`src/rtl/mem_arbiter_pkg.sv`:
```
// Shared types and helpers for the memory-port arbiter and its round-robin picker.
package mem_arbiter_pkg;

    // Byte-enable mask of a 16-bit LC-3b memory word (MASK_WIDTH = 2).
    typedef logic [1:0] lc3b_mem_wmask;

    // Arbiter control states: IDLE looks for a requester, BUSY waits for mem_resp.
    typedef enum logic {
        ARB_IDLE = 1'b0,
        ARB_BUSY = 1'b1
    } arb_state_t;

    // Width of a channel index; never zero so a 1-channel build still elaborates.
    function automatic int unsigned idx_width(input int unsigned n);
        return (n > 1) ? $clog2(n) : 1;
    endfunction

endpackage

```
`src/rtl/mem_arbiter_rr_picker.sv`:
```
// Combinational round-robin selector: first requester after last_grant, wrapping mod NUM_PORTS.
module rr_picker
    import mem_arbiter_pkg::*;
#(
    parameter int unsigned NUM_PORTS = 2,
    parameter int unsigned IDX_W     = idx_width(NUM_PORTS)
) (
    input  logic [NUM_PORTS-1:0] req,
    input  logic [IDX_W-1:0]     last_grant,
    output logic [IDX_W-1:0]     grant,
    output logic                 any_req
);

    int unsigned cand;

    // Scan last_grant+1 .. last_grant+NUM_PORTS; explicit wrap keeps non-power-of-two counts correct.
    always_comb begin
        grant   = '0;
        any_req = 1'b0;
        cand    = 0;
        for (int unsigned k = 1; k <= NUM_PORTS; k++) begin
            cand = 32'(last_grant) + k;
            if (cand >= NUM_PORTS) begin
                cand = cand - NUM_PORTS;
            end
            if (!any_req && req[cand]) begin
                any_req = 1'b1;
                grant   = IDX_W'(cand);
            end
        end
    end

endmodule

```
`src/rtl/mem_arbiter.sv`:
```
// N-channel round-robin arbiter sharing one registered memory port; one transaction in flight.
module mem_arbiter
    import mem_arbiter_pkg::*;
#(
    parameter int unsigned NUM_PORTS  = 2,
    parameter int unsigned ADDR_WIDTH = 16,
    parameter int unsigned DATA_WIDTH = 16,
    parameter int unsigned MASK_WIDTH = DATA_WIDTH / 8
) (
    input  logic                             clk,
    input  logic                             reset,
    input  logic [NUM_PORTS-1:0]             port_read,
    input  logic [NUM_PORTS-1:0]             port_write,
    input  logic [NUM_PORTS*MASK_WIDTH-1:0]  port_byte_enable,
    input  logic [NUM_PORTS*ADDR_WIDTH-1:0]  port_address,
    input  logic [NUM_PORTS*DATA_WIDTH-1:0]  port_wdata,
    output logic [NUM_PORTS-1:0]             port_resp,
    output logic [DATA_WIDTH-1:0]            port_rdata,
    output logic                             mem_read,
    output logic                             mem_write,
    output logic [MASK_WIDTH-1:0]            mem_byte_enable,
    output logic [ADDR_WIDTH-1:0]            mem_address,
    output logic [DATA_WIDTH-1:0]            mem_wdata,
    input  logic                             mem_resp,
    input  logic [DATA_WIDTH-1:0]            mem_rdata
);

    localparam int unsigned        IdxW    = idx_width(NUM_PORTS);
    localparam logic [IdxW-1:0]    LastIdx = IdxW'(NUM_PORTS - 1);

    arb_state_t             state_q, state_d;
    logic [IdxW-1:0]        grant_q, grant_d;
    logic [IdxW-1:0]        last_grant_q, last_grant_d;
    logic                   mem_read_q, mem_read_d;
    logic                   mem_write_q, mem_write_d;
    logic [MASK_WIDTH-1:0]  mem_be_q, mem_be_d;
    logic [ADDR_WIDTH-1:0]  mem_addr_q, mem_addr_d;
    logic [DATA_WIDTH-1:0]  mem_wdata_q, mem_wdata_d;

    logic [NUM_PORTS-1:0]   req;
    logic [IdxW-1:0]        pick_idx;
    logic                   any_req;

    logic [ADDR_WIDTH-1:0]  addr_arr  [NUM_PORTS];
    logic [DATA_WIDTH-1:0]  wdata_arr [NUM_PORTS];
    logic [MASK_WIDTH-1:0]  be_arr    [NUM_PORTS];

    assign req = port_read | port_write;

    rr_picker #(
        .NUM_PORTS (NUM_PORTS),
        .IDX_W     (IdxW)
    ) u_picker (
        .req        (req),
        .last_grant (last_grant_q),
        .grant      (pick_idx),
        .any_req    (any_req)
    );

    // Unpack the per-channel command buses into arrays indexed by channel.
    always_comb begin
        for (int unsigned i = 0; i < NUM_PORTS; i++) begin
            addr_arr[i]  = port_address[i*ADDR_WIDTH +: ADDR_WIDTH];
            wdata_arr[i] = port_wdata[i*DATA_WIDTH +: DATA_WIDTH];
            be_arr[i]    = port_byte_enable[i*MASK_WIDTH +: MASK_WIDTH];
        end
    end

    // Next-state: latch the picked command in IDLE, hold it in BUSY until mem_resp.
    always_comb begin
        state_d      = state_q;
        grant_d      = grant_q;
        last_grant_d = last_grant_q;
        mem_read_d   = mem_read_q;
        mem_write_d  = mem_write_q;
        mem_be_d     = mem_be_q;
        mem_addr_d   = mem_addr_q;
        mem_wdata_d  = mem_wdata_q;
        unique case (state_q)
            ARB_IDLE: begin
                if (any_req) begin
                    grant_d     = pick_idx;
                    mem_addr_d  = addr_arr[pick_idx];
                    mem_wdata_d = wdata_arr[pick_idx];
                    mem_be_d    = be_arr[pick_idx];
                    // Write wins when a channel raises both strobes.
                    mem_write_d = port_write[pick_idx];
                    mem_read_d  = port_read[pick_idx] & ~port_write[pick_idx];
                    state_d     = ARB_BUSY;
                end
            end
            ARB_BUSY: begin
                if (mem_resp) begin
                    last_grant_d = grant_q;
                    mem_read_d   = 1'b0;
                    mem_write_d  = 1'b0;
                    state_d      = ARB_IDLE;
                end
            end
            default: state_d = ARB_IDLE;
        endcase
    end

    // State and registered downstream command; reset abandons any transaction in flight.
    always_ff @(posedge clk or posedge reset) begin
        if (reset) begin
            state_q      <= ARB_IDLE;
            grant_q      <= '0;
            last_grant_q <= LastIdx;
            mem_read_q   <= 1'b0;
            mem_write_q  <= 1'b0;
            mem_be_q     <= '0;
            mem_addr_q   <= '0;
            mem_wdata_q  <= '0;
        end else begin
            state_q      <= state_d;
            grant_q      <= grant_d;
            last_grant_q <= last_grant_d;
            mem_read_q   <= mem_read_d;
            mem_write_q  <= mem_write_d;
            mem_be_q     <= mem_be_d;
            mem_addr_q   <= mem_addr_d;
            mem_wdata_q  <= mem_wdata_d;
        end
    end

    // Completion pulse goes only to the granted channel, only while BUSY.
    always_comb begin
        port_resp = '0;
        if (state_q == ARB_BUSY && mem_resp) begin
            port_resp[grant_q] = 1'b1;
        end
    end

    assign port_rdata      = mem_rdata;
    assign mem_read        = mem_read_q;
    assign mem_write       = mem_write_q;
    assign mem_byte_enable = mem_be_q;
    assign mem_address     = mem_addr_q;
    assign mem_wdata       = mem_wdata_q;

endmodule

```
`config.mk`:
```
export PLATFORM = sky130hd
export DESIGN_NAME = mem_arbiter
export DESIGN_NICKNAME = d
export VERILOG_FILES = /design/src/rtl/mem_arbiter_pkg.sv /design/src/rtl/mem_arbiter_rr_picker.sv /design/src/rtl/mem_arbiter.sv
export SDC_FILE = /design/constraint.sdc
export NUM_CORES = 1
export LEC_CHECK = 0
export ABC_AREA = 0
export CAP_MARGIN = 20
export CELL_PAD_IN_SITES_DETAIL_PLACEMENT = 0
export CELL_PAD_IN_SITES_GLOBAL_PLACEMENT = 1
export CORE_UTILIZATION = 27
export CTS_CLUSTER_DIAMETER = 80
export DETAILED_ROUTE_END_ITERATION = 8
export PLACE_DENSITY = 0.95
export RECOVER_POWER = 50
export SLEW_MARGIN = 40
export SYNTH_ARGS = -nofsm -noshare
export SYNTH_HDL_FRONTEND = slang
export SYNTH_SLANG_ARGS = --single-unit
export TNS_END_PERCENT = 5
```
`constraint.sdc`:
```
create_clock -name clk -period 3 [get_ports clk]
set_input_delay 0.3 -clock clk [delete_from_list [all_inputs] [get_ports clk]]
set_output_delay 0.3 -clock clk [all_outputs]
set_load 0.005 [all_outputs]
```
* Word level (Yosys, flattened, before mapping)
Cells that the tools add are included.
** Word-level totals
- Bits in registers :: 39
- Input port bits :: 91
- Output and inout bits :: 54
- Word-level logic and storage cells :: 68
** Operators by class
- $add $sub $neg :: 4
- Magnitude comparators :: 8
- Equality and inequality tests :: 2
- Multiplexer cells :: 34
- Bitwise gates (word level) :: 5
- Reduce and logical (&&, ||, !) cells :: 7
** Operators with widths (number)
- $mux W16 :: 6
- $ge A32 B2 Y1 const B :: 2
- $lt A32 B2 Y1 const B :: 2
- $mux W32 :: 2
- $sub A32 B2 Y32 const B :: 2
- $mux W1 :: 18
- $mux W2 :: 4
- $pmux W1 S2 :: 3
- $reduce_and A2 Y1 :: 3
- $lt A1 B2 Y1 const B :: 2
- $ne A2 B2 Y1 const B :: 2
- $add A1 B2 Y3 const B :: 1
- $logic_and A1 B1 Y1 :: 3
- $add A1 B1 Y2 const B :: 1
- $ge A2 B2 Y1 const B :: 1
- $not A1 Y1 :: 2
- $not A1 Y2 :: 1
- $or A2 B2 Y2 :: 1
- $and A1 B1 Y1 :: 1
- $demux W1 S1 :: 1
- $ge A1 B1 Y1 const B :: 1
- $logic_not A1 Y1 :: 1

* Logic depth before layout (Yosys ltp)
- Depth in word-level cells :: 15
- Gate-level depth with buffers :: 6
- Gate-level depth less buffers :: 4

* Modules after synthesis
From an unflattened synthesis, not the netlist that was laid out.
** Unflattened totals
- Cell total of the unflattened synthesis :: 190
- Area, all modules :: 2128.3 um^2
** By module, submodules not included
- mem_arbiter :: times used 1, cells an instance 188, area an instance 2114.5 um^2, seq. area each 977.2 um^2
- rr_picker :: times used 1, cells an instance 2, area an instance 13.8 um^2, seq. area each 0.0 um^2

* Worst setup path after synthesis
Ideal clock, no wire load.
- Path kind :: flip-flop to flip-flop
- Start point :: register last_grant_q
- End point :: register mem_wdata_q[10], in the netlist mem_wdata[10]
- Library setup time :: 0.073 ns
- Data arrival time :: 1.288 ns
- Data required time :: 2.927 ns
- Slack :: 1.639 ns
- Cell stages (with the launch flop) :: 6
- Path buffers :: 1
- Clock period less this slack :: 1.361 ns
- Cell sequence :: dfstp_2 -> o21ai_1 -> o21ai_2 -> dlygate4sd1_1 -> nand2_1 -> a21oi_2
** On the way
- Cells in the longest elaborated chain, start to end :: 13
- Elaborated cells between the ends (all ways) :: 23
- Classes of those cells :: add/sub: 4; order compare: 2; mux: 13; bitwise: 1; reduce/logical: 3
** Ends and longest elaborated chain
- from (decl) :: RTL line mem_arbiter.sv:33 : logic [IdxW-1:0] last_grant_q, last_grant_d;
- from (signal assigned) :: RTL line mem_arbiter.sv:109 : last_grant_q <= LastIdx;
- from (signal assigned) :: RTL line mem_arbiter.sv:118 : last_grant_q <= last_grant_d;
- $add A1 B1 Y2 :: RTL line mem_arbiter_rr_picker.sv:22 : cand = 32'(last_grant) + k;
- $sub A32 B2 Y32 / $ge A32 B2 Y1 (equally long branches) :: RTL line mem_arbiter_rr_picker.sv:24, mem_arbiter_rr_picker.sv:23
- $mux W32 :: RTL line mem_arbiter_rr_picker.sv:23 : if (cand >= NUM_PORTS) begin
- $mux W1 (implied by the code) (2 in series) :: RTL line mem_arbiter_rr_picker.sv:26 : if (!any_req && req[cand]) begin
- $mux W1 :: RTL line mem_arbiter_rr_picker.sv:26
- $logic_not A1 Y1 :: RTL line mem_arbiter_rr_picker.sv:26
- $logic_and A1 B1 Y1 :: RTL line mem_arbiter_rr_picker.sv:26
- $mux W1 :: RTL line mem_arbiter_rr_picker.sv:26
- $not A1 Y2 (implied by the code) :: RTL line mem_arbiter.sv:84 : mem_wdata_d = wdata_arr[pick_idx];
- $mux W16 (implied by the code) (3 in series) :: RTL line mem_arbiter.sv:84
- to (signal assigned) :: RTL line mem_arbiter.sv:123 : mem_wdata_q <= mem_wdata_d;
- to (decl) :: RTL line mem_arbiter.sv:38 : logic [DATA_WIDTH-1:0] mem_wdata_q, mem_wdata_d;
Parallel ways exist; a longest one is shown, timed or not. The select of a mux whose other input is x is not followed.
A chain may end at the register's enable or synchronous reset.

==> results_dict.tcl <==
set metrics [dict create \
    status "finished clean" \
    grt_overflow 0 \
    powerDensity_mw_per_mm2 559 \
    async_flop_share_pct 100 \
    leakagePower_nw 1.29 \
    grt_setup_unrepaired "no" \
    tns_ns 0 \
    post_cts_resized 0 \
    crit_start "reset" \
    ctsHoldBuffers 0 \
    yosysSeqAreaShare_pct 44.7 \
    holdWs_ns 0.511 \
    finalSetupViolCount 0 \
    gr-usage-all-layers_pct 14.0 \
    ys.flop_type "dfrtp_1" \
    cp_slowest_stage_delay_ns 0.86 \
    ioPinCount 145 \
    drt_iter0_markers 55 \
    cts_made_buffers 5 \
    hold_class "reg -> reg" \
    die_w_um 92.0 \
    grt_pass1_wl_um 9400 \
    fp-row-count 32 \
    path_max_fanout 21 \
    final-hold-violation-count 0 \
    drv_cap 0 \
    clock_power_share_pct 24.3 \
    clk_path_buf_depth 2 \
    synth_seq_cells 39 \
    cp.required_ns 3.25 \
    clk_latency_ns 0.29 \
    ir_drop_mv 0.223 \
    hold_start "mem_wdata[7]" \
    postSynthCellCount 228 \
    arrival_ns 2.30 \
    dr.pass1.iters 4 \
    die-area_mm2 0.00846 \
    gp_congestion 0.750 \
    n_antenna_cell 0 \
    yosys_warnings 0 \
    grt_max_degree 23 \
    wl_um 5750 \
    intPower_mw 1.31 \
    finClkSkew_ns 0.00985 \
    syn-num-nets 319 \
    cts_tree "yes" \
    period_minus_slack_ns 2.04 \
    yosysUniqueCellTypes 27 \
    antenna_found_initial 0 \
    switching_share_pct 29.8 \
    first_global_vias 1902 \
    wl_per_cell_um 13.5 \
    seqPwrFrac_pct 38.3 \
    p_sw_mw 0.556 \
    path_cells "dlygate4sd3_1, inv_1, clkbuf_1" \
    drc_errors 0 \
    syn2layout_area_growth_pct 52.5 \
    cts_max_level 2 \
    crit_path_start_kind "input pin" \
    p_comb_share_pct 37.4 \
    fp.dieH_um 92.0 \
    vias 1922 \
    avgSynthCellArea_um2 9.59 \
    cts_root_buf "clkbuf_8" \
    syn_area_mm2 0.00219 \
    drive_gt1_share_pct 22.3 \
    start_util_pct 28.1 \
    core_mm2 0.00777 \
    io_buffers 112 \
    finalCritPeriodShare_pct 68.1 \
    cpMaxStageDelayCell "clkbuf_1" \
    finalNetCount 413 \
    viasPerCell 4.52 \
    dp_hpwl_um 4230 \
    fmax_mhz 490 \
    finalMaxSlewViolations 0 \
    reg2reg_from "state_q" \
    final_antenna_net_count 0 \
    path_class "in -> async" \
    clock-sinks 39 \
    cts_post_setup_buffers_inserted 0 \
    synth_edf_count 0 \
    clk_pin_slew_ns 0.08 \
    worst_slew_pin_slew_ns 1.07 \
    crit_path_end_kind "asynchronous set/reset pin" \
    slew_headroom_pct 28.8 \
]
-- stage by stage --
| step | utilization [%] | area, um^2 | power, mW | worst slack (ns) | cells |
|---|---|---|---|---|---|
| detailed placement | 41.7 | 3240 | 1.45 | 0.787 | 417 |
| finish | 42.9 | 3330 | 1.87 | 0.958 | 425 |
| global placement | 41.7 | 3240 | 1.44 | 0.848 | 417 |
| floorplan | - | 2190 | 1.07 | 1.64 | 228 |
| CTS | 43.2 | 3350 | 1.91 | 1.10 | 425 |
| global route | 42.9 | 3330 | 1.98 | 0.599 | 425 |
-- worst max-delay path, delay by kind of cell --
family                 cells  cell delay [ns]
buffers and inverters      3             1.98
-- sequential cells by signal, summed over array words and instances, names as in the netlist --
signal           flops
mem_address         16
mem_write            1
mem_wdata           16
grant_q              1
mem_byte_enable      2
state_q              1
last_grant_q         1
mem_read             1
-- cell type report --
class                           count  area [um^2]
Tap cell                          102          128
Inverter                            4         15.0
Clock buffer                        6         82.6
Sequential cell                    39          977
Timing Repair Buffer              117         1180
Clock inverter                      2         35.0
Fill cell                         786         4430
Multi-Input combinational cell    155          917
-- cell families (layout without fill, tap and decap cells) --
group / after synthesis / after routing / share of synthesized area, %
compound gates: 78 / 78 / 27.9
buf+inv: 34 / 129 / 12.7
flops: 39 / 39 / 44.7
mux: 1 / 1 / 0.458
simple gates: 76 / 76 / 14.2
-- metal layers --
metal / global-route usage, % / vias up / routed length, um
met5: 0 / - / 0
met4: 3.52 / 0 / 61
met3: 4.64 / 10 / 481
met2: 22.6 / 92 / 2580
met1: 18.1 / 888 / 2620
li1: - / 932 / -
-- path summary, 6_finish.rpt --
check                                 end  slack [ns]  cells past startpoint
setup / recovery           mem_address[5]        0.96                      3
hold / removal               mem_wdata[7]        0.51                      2
setup reg to reg                mem_write        1.31                      4
hold reg to reg              mem_wdata[7]        0.51                      2
max in group clk             mem_wdata[4]        0.98                      6
min in group asynchronous  mem_address[8]        0.61                      2
-- synthesized netlist by cell type, types with 2 or more instances --
cell type / count / area (um^2)
a21oi_2: 54 / 473
dfrtp_1: 38 / 951
nand2_1: 36 / 135
nor2_1: 36 / 135
buf_4: 18 / 135
a21oi_1: 15 / 75.1
clkbuf_1: 4 / 15.0
inv_1: 4 / 15.0
buf_12: 2 / 40.0
buf_6: 2 / 22.5
o211ai_1: 2 / 15.0
o21ai_0: 2 / 10.0
-- placed cells by master (no fill, tap or decap), drive strengths merged, types with 2 or more instances in the layout --
cell type / count
nor2: 37
a21oi: 69
dlygate4sd3: 11
o211ai: 2
clkbuf: 7
dfrtp: 38
o21ai: 4
clkdlybuf4s50: 101
buf: 4
inv: 4
nand2: 36
-- power groups by stage --
stage / clock [mW] / sequential [mW] / combinational, mW
5_1_grt: 0.488 / 0.732 / 0.760
6_report: 0.454 / 0.715 / 0.697
4_1_cts: 0.468 / 0.717 / 0.724
3_5_place_dp: 0 / 0.727 / 0.721
2_1_floorplan: 0 / 0.726 / 0.347
3_3_place_gp: 0 / 0.726 / 0.710
Power figures use the tool's default switching activity.
